`src/rtl/bcd_timer_ctrl_if.sv`:
```
// Command, status and counter-side signals of the BCD timer controller.
// master = user/counter side, slave = the controller.
interface bcd_timer_ctrl_if;
  logic       start, pause, clear, mode_up;
  logic [3:0] preset_0, preset_1, limit_0, limit_1;
  logic [3:0] cnt_0, cnt_1;
  logic       ctr_load, ctr_reset, ctr_count_up, ctr_on;
  logic [3:0] ctr_data_0, ctr_data_1;
  logic       busy, done;
  logic [2:0] state;

  modport master (
    output start, pause, clear, mode_up, preset_0, preset_1, limit_0, limit_1, cnt_0, cnt_1,
    input  ctr_load, ctr_reset, ctr_count_up, ctr_on, ctr_data_0, ctr_data_1, busy, done, state
  );

  modport slave (
    input  start, pause, clear, mode_up, preset_0, preset_1, limit_0, limit_1, cnt_0, cnt_1,
    output ctr_load, ctr_reset, ctr_count_up, ctr_on, ctr_data_0, ctr_data_1, busy, done, state
  );
endinterface

```
`src/rtl/bcd_timer_ctrl.sv`:
```
// Sequencer turning a two-digit BCD up/down counter into a countdown timer or stopwatch.
// Optional: define BCD_TIMER_AUTORELOAD_EN for a periodic timer (DONE reloads automatically).
module bcd_timer_ctrl #(
  parameter int TICK_DIV = 4,
  parameter int PW       = 16
) (
  input  logic             clk,
  input  logic             reset,
  bcd_timer_ctrl_if.slave  bus
);

  typedef enum logic [2:0] {
    IDLE   = 3'd0,
    LOAD   = 3'd1,
    RUN    = 3'd2,
    PAUSED = 3'd3,
    DONE   = 3'd4
  } state_t;

  localparam logic [PW-1:0] TICK_LAST = PW'(TICK_DIV - 1);

  state_t        state_q, state_d;
  logic [PW-1:0] presc_q;
  logic          mode_q;
  logic [3:0]    data0_q, data1_q;
  logic          ctr_load_q, busy_q, done_q;
  logic          at_target, tick, start_cmd, latch_en;

  function automatic logic [3:0] clamp9(input logic [3:0] d);
    return (d > 4'd9) ? 4'd9 : d;
  endfunction

  // Limit is compared live; a non-BCD limit digit simply never matches.
  assign at_target = mode_q ? ((bus.cnt_0 == bus.limit_0) && (bus.cnt_1 == bus.limit_1))
                            : ((bus.cnt_0 == 4'd0) && (bus.cnt_1 == 4'd0));
  assign tick      = (presc_q == TICK_LAST);
  assign start_cmd = bus.start && !bus.pause && !bus.clear;

`ifdef BCD_TIMER_AUTORELOAD_EN
  assign latch_en = (state_q == IDLE) && start_cmd;
`else
  assign latch_en = ((state_q == IDLE) || (state_q == DONE)) && start_cmd;
`endif

  always_comb begin
    state_d = state_q;
    if (bus.clear) begin
      state_d = IDLE;
    end else begin
      case (state_q)
        IDLE:   if (start_cmd) state_d = LOAD;
        LOAD:   state_d = RUN;
        RUN: begin
          if (at_target)      state_d = DONE;
          else if (bus.pause) state_d = PAUSED;
        end
        PAUSED: if (start_cmd) state_d = RUN;
`ifdef BCD_TIMER_AUTORELOAD_EN
        DONE:   state_d = LOAD;
`else
        DONE:   if (start_cmd) state_d = LOAD;
`endif
        default: state_d = IDLE;
      endcase
    end
  end

  always_ff @(posedge clk or posedge reset) begin
    if (reset) begin
      state_q    <= IDLE;
      presc_q    <= '0;
      mode_q     <= 1'b0;
      data0_q    <= 4'd0;
      data1_q    <= 4'd0;
      ctr_load_q <= 1'b0;
      busy_q     <= 1'b0;
      done_q     <= 1'b0;
    end else begin
      state_q    <= state_d;
      ctr_load_q <= (state_d == LOAD);
      busy_q     <= (state_d == LOAD) || (state_d == RUN) || (state_d == PAUSED);
      done_q     <= (state_d == DONE);
      if (latch_en) begin
        mode_q  <= bus.mode_up;
        data0_q <= bus.mode_up ? 4'd0 : clamp9(bus.preset_0);
        data1_q <= bus.mode_up ? 4'd0 : clamp9(bus.preset_1);
      end
      // Prescaler freezes while pausing so a resume keeps the tick phase.
      if (state_q == LOAD)
        presc_q <= '0;
      else if ((state_q == RUN) && !bus.pause && !bus.clear)
        presc_q <= tick ? '0 : presc_q + PW'(1);
    end
  end

  assign bus.ctr_on       = (state_q == RUN) && tick && !at_target && !bus.pause && !bus.clear;
  assign bus.ctr_reset    = reset || bus.clear;
  assign bus.ctr_load     = ctr_load_q;
  assign bus.ctr_count_up = mode_q;
  assign bus.ctr_data_0   = data0_q;
  assign bus.ctr_data_1   = data1_q;
  assign bus.busy         = busy_q;
  assign bus.done         = done_q;
  assign bus.state        = state_q;

endmodule

```
`src/flat_wrapper.sv`:
```
// flat-port wrapper written by rule: the top's interface ports become plain ports
module bcd_timer_ctrl_flat 
#(
  parameter int TICK_DIV = 4,
  parameter int PW       = 16
)
  (clk, reset, bus_start, bus_pause, bus_clear, bus_mode_up, bus_preset_0, bus_preset_1, bus_limit_0, bus_limit_1, bus_cnt_0, bus_cnt_1, bus_ctr_load, bus_ctr_reset, bus_ctr_count_up, bus_ctr_on, bus_ctr_data_0, bus_ctr_data_1, bus_busy, bus_done, bus_state);
  bcd_timer_ctrl_if bus_i ();
  input  logic clk;
  input  logic reset;
  input wire logic [$bits(bus_i.start)-1:0] bus_start;
  input wire logic [$bits(bus_i.pause)-1:0] bus_pause;
  input wire logic [$bits(bus_i.clear)-1:0] bus_clear;
  input wire logic [$bits(bus_i.mode_up)-1:0] bus_mode_up;
  input wire logic [$bits(bus_i.preset_0)-1:0] bus_preset_0;
  input wire logic [$bits(bus_i.preset_1)-1:0] bus_preset_1;
  input wire logic [$bits(bus_i.limit_0)-1:0] bus_limit_0;
  input wire logic [$bits(bus_i.limit_1)-1:0] bus_limit_1;
  input wire logic [$bits(bus_i.cnt_0)-1:0] bus_cnt_0;
  input wire logic [$bits(bus_i.cnt_1)-1:0] bus_cnt_1;
  output wire logic [$bits(bus_i.ctr_load)-1:0] bus_ctr_load;
  output wire logic [$bits(bus_i.ctr_reset)-1:0] bus_ctr_reset;
  output wire logic [$bits(bus_i.ctr_count_up)-1:0] bus_ctr_count_up;
  output wire logic [$bits(bus_i.ctr_on)-1:0] bus_ctr_on;
  output wire logic [$bits(bus_i.ctr_data_0)-1:0] bus_ctr_data_0;
  output wire logic [$bits(bus_i.ctr_data_1)-1:0] bus_ctr_data_1;
  output wire logic [$bits(bus_i.busy)-1:0] bus_busy;
  output wire logic [$bits(bus_i.done)-1:0] bus_done;
  output wire logic [$bits(bus_i.state)-1:0] bus_state;
  assign bus_i.start = bus_start;
  assign bus_i.pause = bus_pause;
  assign bus_i.clear = bus_clear;
  assign bus_i.mode_up = bus_mode_up;
  assign bus_i.preset_0 = bus_preset_0;
  assign bus_i.preset_1 = bus_preset_1;
  assign bus_i.limit_0 = bus_limit_0;
  assign bus_i.limit_1 = bus_limit_1;
  assign bus_i.cnt_0 = bus_cnt_0;
  assign bus_i.cnt_1 = bus_cnt_1;
  assign bus_ctr_load = bus_i.ctr_load;
  assign bus_ctr_reset = bus_i.ctr_reset;
  assign bus_ctr_count_up = bus_i.ctr_count_up;
  assign bus_ctr_on = bus_i.ctr_on;
  assign bus_ctr_data_0 = bus_i.ctr_data_0;
  assign bus_ctr_data_1 = bus_i.ctr_data_1;
  assign bus_busy = bus_i.busy;
  assign bus_done = bus_i.done;
  assign bus_state = bus_i.state;
  bcd_timer_ctrl #(.TICK_DIV(TICK_DIV), .PW(PW)) u_core (.clk(clk), .reset(reset), .bus(bus_i));
endmodule
```
`config.mk`:
```
export PLATFORM = sky130hd
export DESIGN_NAME = bcd_timer_ctrl_flat
export DESIGN_NICKNAME = d
export VERILOG_FILES = /design/src/rtl/bcd_timer_ctrl_if.sv /design/src/rtl/bcd_timer_ctrl.sv /design/src/flat_wrapper.sv
export SDC_FILE = /design/constraint.sdc
export NUM_CORES = 1
export LEC_CHECK = 0
export CAP_MARGIN = 20
export CORE_ASPECT_RATIO = 2
export CORE_MARGIN = 2
export CORE_UTILIZATION = 52
export DETAILED_ROUTE_END_ITERATION = 7
export GPL_ROUTABILITY_DRIVEN = 0
export PLACE_DENSITY = 0.9
export SETUP_SLACK_MARGIN = 0.05
export SLEW_MARGIN = 20
export SYNTH_ARGS = -nofsm -noshare
export SYNTH_HDL_FRONTEND = slang
export SYNTH_SLANG_ARGS = --single-unit
```
`constraint.sdc`:
```
create_clock -name clk -period 2.88 [get_ports clk]
set_input_delay 0.576 -clock clk [delete_from_list [all_inputs] [get_ports clk]]
set_output_delay 0.576 -clock clk [all_outputs]
set_load 0.05 [all_outputs]
```
==> metrics list <==
- For this block, the via count after detailed routing is 1650.
* Sum of internal, switching and leakage power: 1.25 mW
- Mean routed wirelength per cell: 15.9 um
- The number of global-route vias before repair was 1714.
* Yosys reg bits: 31
* Seq/Total Area, Yosys: 44.5%
* Post-route clock skew: 0.00377 ns
- The commonest cells after synthesis are 31 x sky130_fd_sc_hd__dfrtp_1, 24 x sky130_fd_sc_hd__nand2_1, 17 x sky130_fd_sc_hd__nor2_1.
- For this block, the routed nets add up to 4.33 mm of wire.
- Clock-pin slew was measured on the worst setup and hold paths at 0.07 ns.
* Post-route setup slack: 0.228 ns
* Placed instance area: 2270 um2
- Sum of negative setup slack: 0 ns
* Via count normalized by instance count: 6.07
- Unrepaired setup endpoints after global routing: no
- TritonCTS clock tree: done
- Pin placement for this block handled 47 I/O pins.
- After synthesis, the netlist uses 46 different library cells.
- Type of the worst setup path: primary input to output pin
- Global-route wire length before repair: 7.23 mm
- Per report_power, the sequential group accounts for 41.2% of the total.
* Floorplan die width: 45.0 um
* Clk network pwr share: 30.5%
- Maximum clock path buffer count: 2
- In the post-synthesis netlist, the biggest area contributors are sky130_fd_sc_hd__dfrtp_1 44%, sky130_fd_sc_hd__xnor2_1 6.0%, sky130_fd_sc_hd__nand2_1 5.2%.
- At the worst endpoint, the arrival time is 2.08 ns.
* DRC violation total after the first TritonRoute iteration: 40
* Number of warnings reported in the yosys synthesis log: 0
- Pin count of the biggest net entering global routing: 32
- Post-CTS repair timing setup buffer count: 0
* Run status: complete, no violations
- Worst slack at placement: 0.236 ns
* Total power per unit cell area: 528 nW/um2
- CORE AREA: 3190 um2
- Share of final-layout standard cells stronger than drive strength 1: 9.54%
- Combinational cells account for 28.2% of the total power.
* Antenna fix cells: 0
- Remaining global-route overflow: 0
* Switching share of total power: 33.1%
- Beginning of the worst hold path: u_core.bus.ctr_data_1[1]
* Switching Power: 0.415 mW
- For the pin with the worst max-slew slack, the measured transition is 0.523 ns.
* Starting density of the core: 54.6%
- After synthesis, the largest area contributor takes up 44.5% of total cell area.
* Maximum clock rate: 377 MHz
- For the worst-skew pair, the clock arrives at the later sink with an insertion delay of 0.29 ns.
* Number of port buffers: 46
- Dividing the final minimum period by the clock period gives 92.1%.
- The detail route stage leaves a number of antenna-violating nets equal to 0.
- Leakage power total: 0.974 nW
- Hold repair after CTS inserted 0 buffers.
* Worst vdd rail ir drop: 0.408 mV
* Number of flops mapped to enable cells by yosys: 0
- Internal power comes to 0.838 mW.
- Count of max-cap constraint violations: 0
- Number of H-tree levels: 2
- Fraction of registers with async set or reset after synthesis: 100%
* Number of placed instances with taps included: 264
- Counting the buffers created by CTS gives 5.
* Cells after synthesis: 187
- Cells fill 74.3% of the core in the end.
* Worst setup path start: bus_cnt_0[3]
* Non-filler cells, final: 272
- Main flop type after synthesis: sky130_fd_sc_hd__dfrtp_1
- In the post-synthesis netlist, the cell with the most instances is sky130_fd_sc_hd__dfrtp_1.
- The max-slew violation count came to 0.
- From synthesis to final layout, the design area changed by 36.0%.
- Setup violations remaining at the end of the flow were counted as 0.
- Data on the critical path is required at its endpoint by 2.30 ns.
- At the end of the flow, the number of nets in the layout was 271.
* # rows: 29
- Cell type contributing the most total cell area after synthesis: sky130_fd_sc_hd__dfrtp_1
* Worst hold slack: 0.481 ns
* Total number of clock tree sinks: 31
- After routing the design area is 2370 um2.
- Post-Syn Area per Cell: 9.33 um2
- First-pass detailed-route iteration total: 4
* Area enclosed by the die boundary: 3860 um2
* Die Span Y: 85.9 um
- Of all nets on the critical path, the largest fanout is 3.
- CTS Root Buffer Type: sky130_fd_sc_hd__clkbuf_8
- Global routing used 25.6% of the available tracks.
* Number of antenna violations at the first check in global routing: 0
- The count of final hold-check violations came to 0.
* Worst flop-to-flop path startpoint: u_core.presc_q[0]
* Post-route minimum period: 2.65 ns
- DRC: 0
- The worst setup path is launched from a primary input.
- Normalized max-slew margin: 65.1%
* Syn_nets: 218
- The path class of the tightest hold or removal check is flop to flop.
* Post-synthesis cell area: 1740 um2
- In this run, post-CTS repair resized a total of 0 instances.
* HPWL after detailed placement: 3.22 mm
- The worst setup path is captured at an output pin.
==> power groups by stage <==
stage | clock (mW) | sequential [mW] | combinational (mW)
CTS | 0.387 | 0.516 | 0.356
global placement | 0 | 0.522 | 0.344
global route | 0.402 | 0.522 | 0.377
floorplan | 0 | 0.614 | 0.117
finish | 0.383 | 0.517 | 0.354
detailed placement | 0 | 0.524 | 0.350
==> final cells by class <==
class                   count  area, um2
multi-input cells         148        932
fillers                   218        821
flip-flops and latches     31        776
repair buffers             50        510
clock buffers               8        100
well taps                  31       38.8
inverters                   4       15.0
==> registers in the layout, summed over array words and instances (netlist names) <==
signal	flops
u_core.presc_q	16
u_core.bus.ctr_load	1
u_core.bus.state	3
u_core.bus.busy	1
u_core.bus.ctr_count_up	1
u_core.bus.ctr_data_0	4
u_core.bus.ctr_data_1	4
u_core.bus.done	1
==> per-layer routing <==
metal	vias up	part of all wire (%)	GRT usage, %
met5	-	0	0
met4	0	3.8	17.6
met3	19	4.7	5.47
met1	778	33	23.7
met2	72	58	45.8
li1	781	-	-
==> critical path: stages <==
cell and delay [ns]:
sky130_fd_sc_hd__clkdlybuf4s50_1 0.52, sky130_fd_sc_hd__xnor2_1 0.14, sky130_fd_sc_hd__nand4_1 0.14, sky130_fd_sc_hd__o31ai_1 0.38
sky130_fd_sc_hd__nor2_1 0.15, sky130_fd_sc_hd__buf_12 0.17
==> layout by cell type (no fill, tap or decap), types with 2 or more instances in the layout <==
| cell | n |
|---|---|
| sky130_fd_sc_hd__and3_1 | 2 |
| sky130_fd_sc_hd__nand2_1 | 24 |
| sky130_fd_sc_hd__o21ai_1 | 6 |
| sky130_fd_sc_hd__nand4_1 | 6 |
| sky130_fd_sc_hd__nor3_1 | 9 |
| sky130_fd_sc_hd__dfrtp_1 | 31 |
| sky130_fd_sc_hd__clkbuf_8 | 7 |
| sky130_fd_sc_hd__xnor2_1 | 12 |
| sky130_fd_sc_hd__buf_4 | 4 |
| sky130_fd_sc_hd__a31oi_1 | 2 |
| sky130_fd_sc_hd__clkdlybuf4s50_1 | 44 |
| sky130_fd_sc_hd__or3_1 | 2 |
| sky130_fd_sc_hd__o21ai_0 | 8 |
| sky130_fd_sc_hd__buf_12 | 2 |
| sky130_fd_sc_hd__o211ai_1 | 2 |
| sky130_fd_sc_hd__o21a_1 | 2 |
| sky130_fd_sc_hd__nand3_1 | 7 |
| sky130_fd_sc_hd__xor2_1 | 3 |
| sky130_fd_sc_hd__or2_2 | 2 |
| sky130_fd_sc_hd__and2_1 | 2 |
| sky130_fd_sc_hd__and4_1 | 2 |
| sky130_fd_sc_hd__inv_1 | 4 |
| sky130_fd_sc_hd__or4_1 | 2 |
| sky130_fd_sc_hd__nand2b_1 | 7 |
| sky130_fd_sc_hd__nor2_1 | 17 |
| sky130_fd_sc_hd__nor4_1 | 4 |
| sky130_fd_sc_hd__nor4b_1 | 3 |
| sky130_fd_sc_hd__o31ai_1 | 5 |
==> final timing paths <==
| kind | to | slack (ns) | cells past startpoint |
|---|---|---|---|
| worst max-delay path | bus_ctr_on | 0.23 | 6 |
| worst min-delay path | u_core.bus.ctr_data_1[1] | 0.48 | 2 |
| worst max register to register | u_core.presc_q[9] | 0.81 | 6 |
| worst min register to register | u_core.bus.ctr_data_1[1] | 0.48 | 2 |
| max in group asynchronous | u_core.presc_q[14] | 1.89 | 3 |
| min in group asynchronous | u_core.presc_q[6] | 0.70 | 3 |
==> logic make-up (layout without fill, tap and decap cells) <==
family / Yosys count / count (layout) / share of synthesized area (%)
compound gates: 34 / 34 / 13.1
xor+xnor: 15 / 15 / 7.53
fa+ha+maj: 1 / 1 / 0.717
buf+inv: 8 / 62 / 2.08
flops: 31 / 31 / 44.5
mux: 2 / 2 / 1.22
simple gates: 96 / 96 / 30.8
Note: power is estimated with default switching activity, not from simulation.
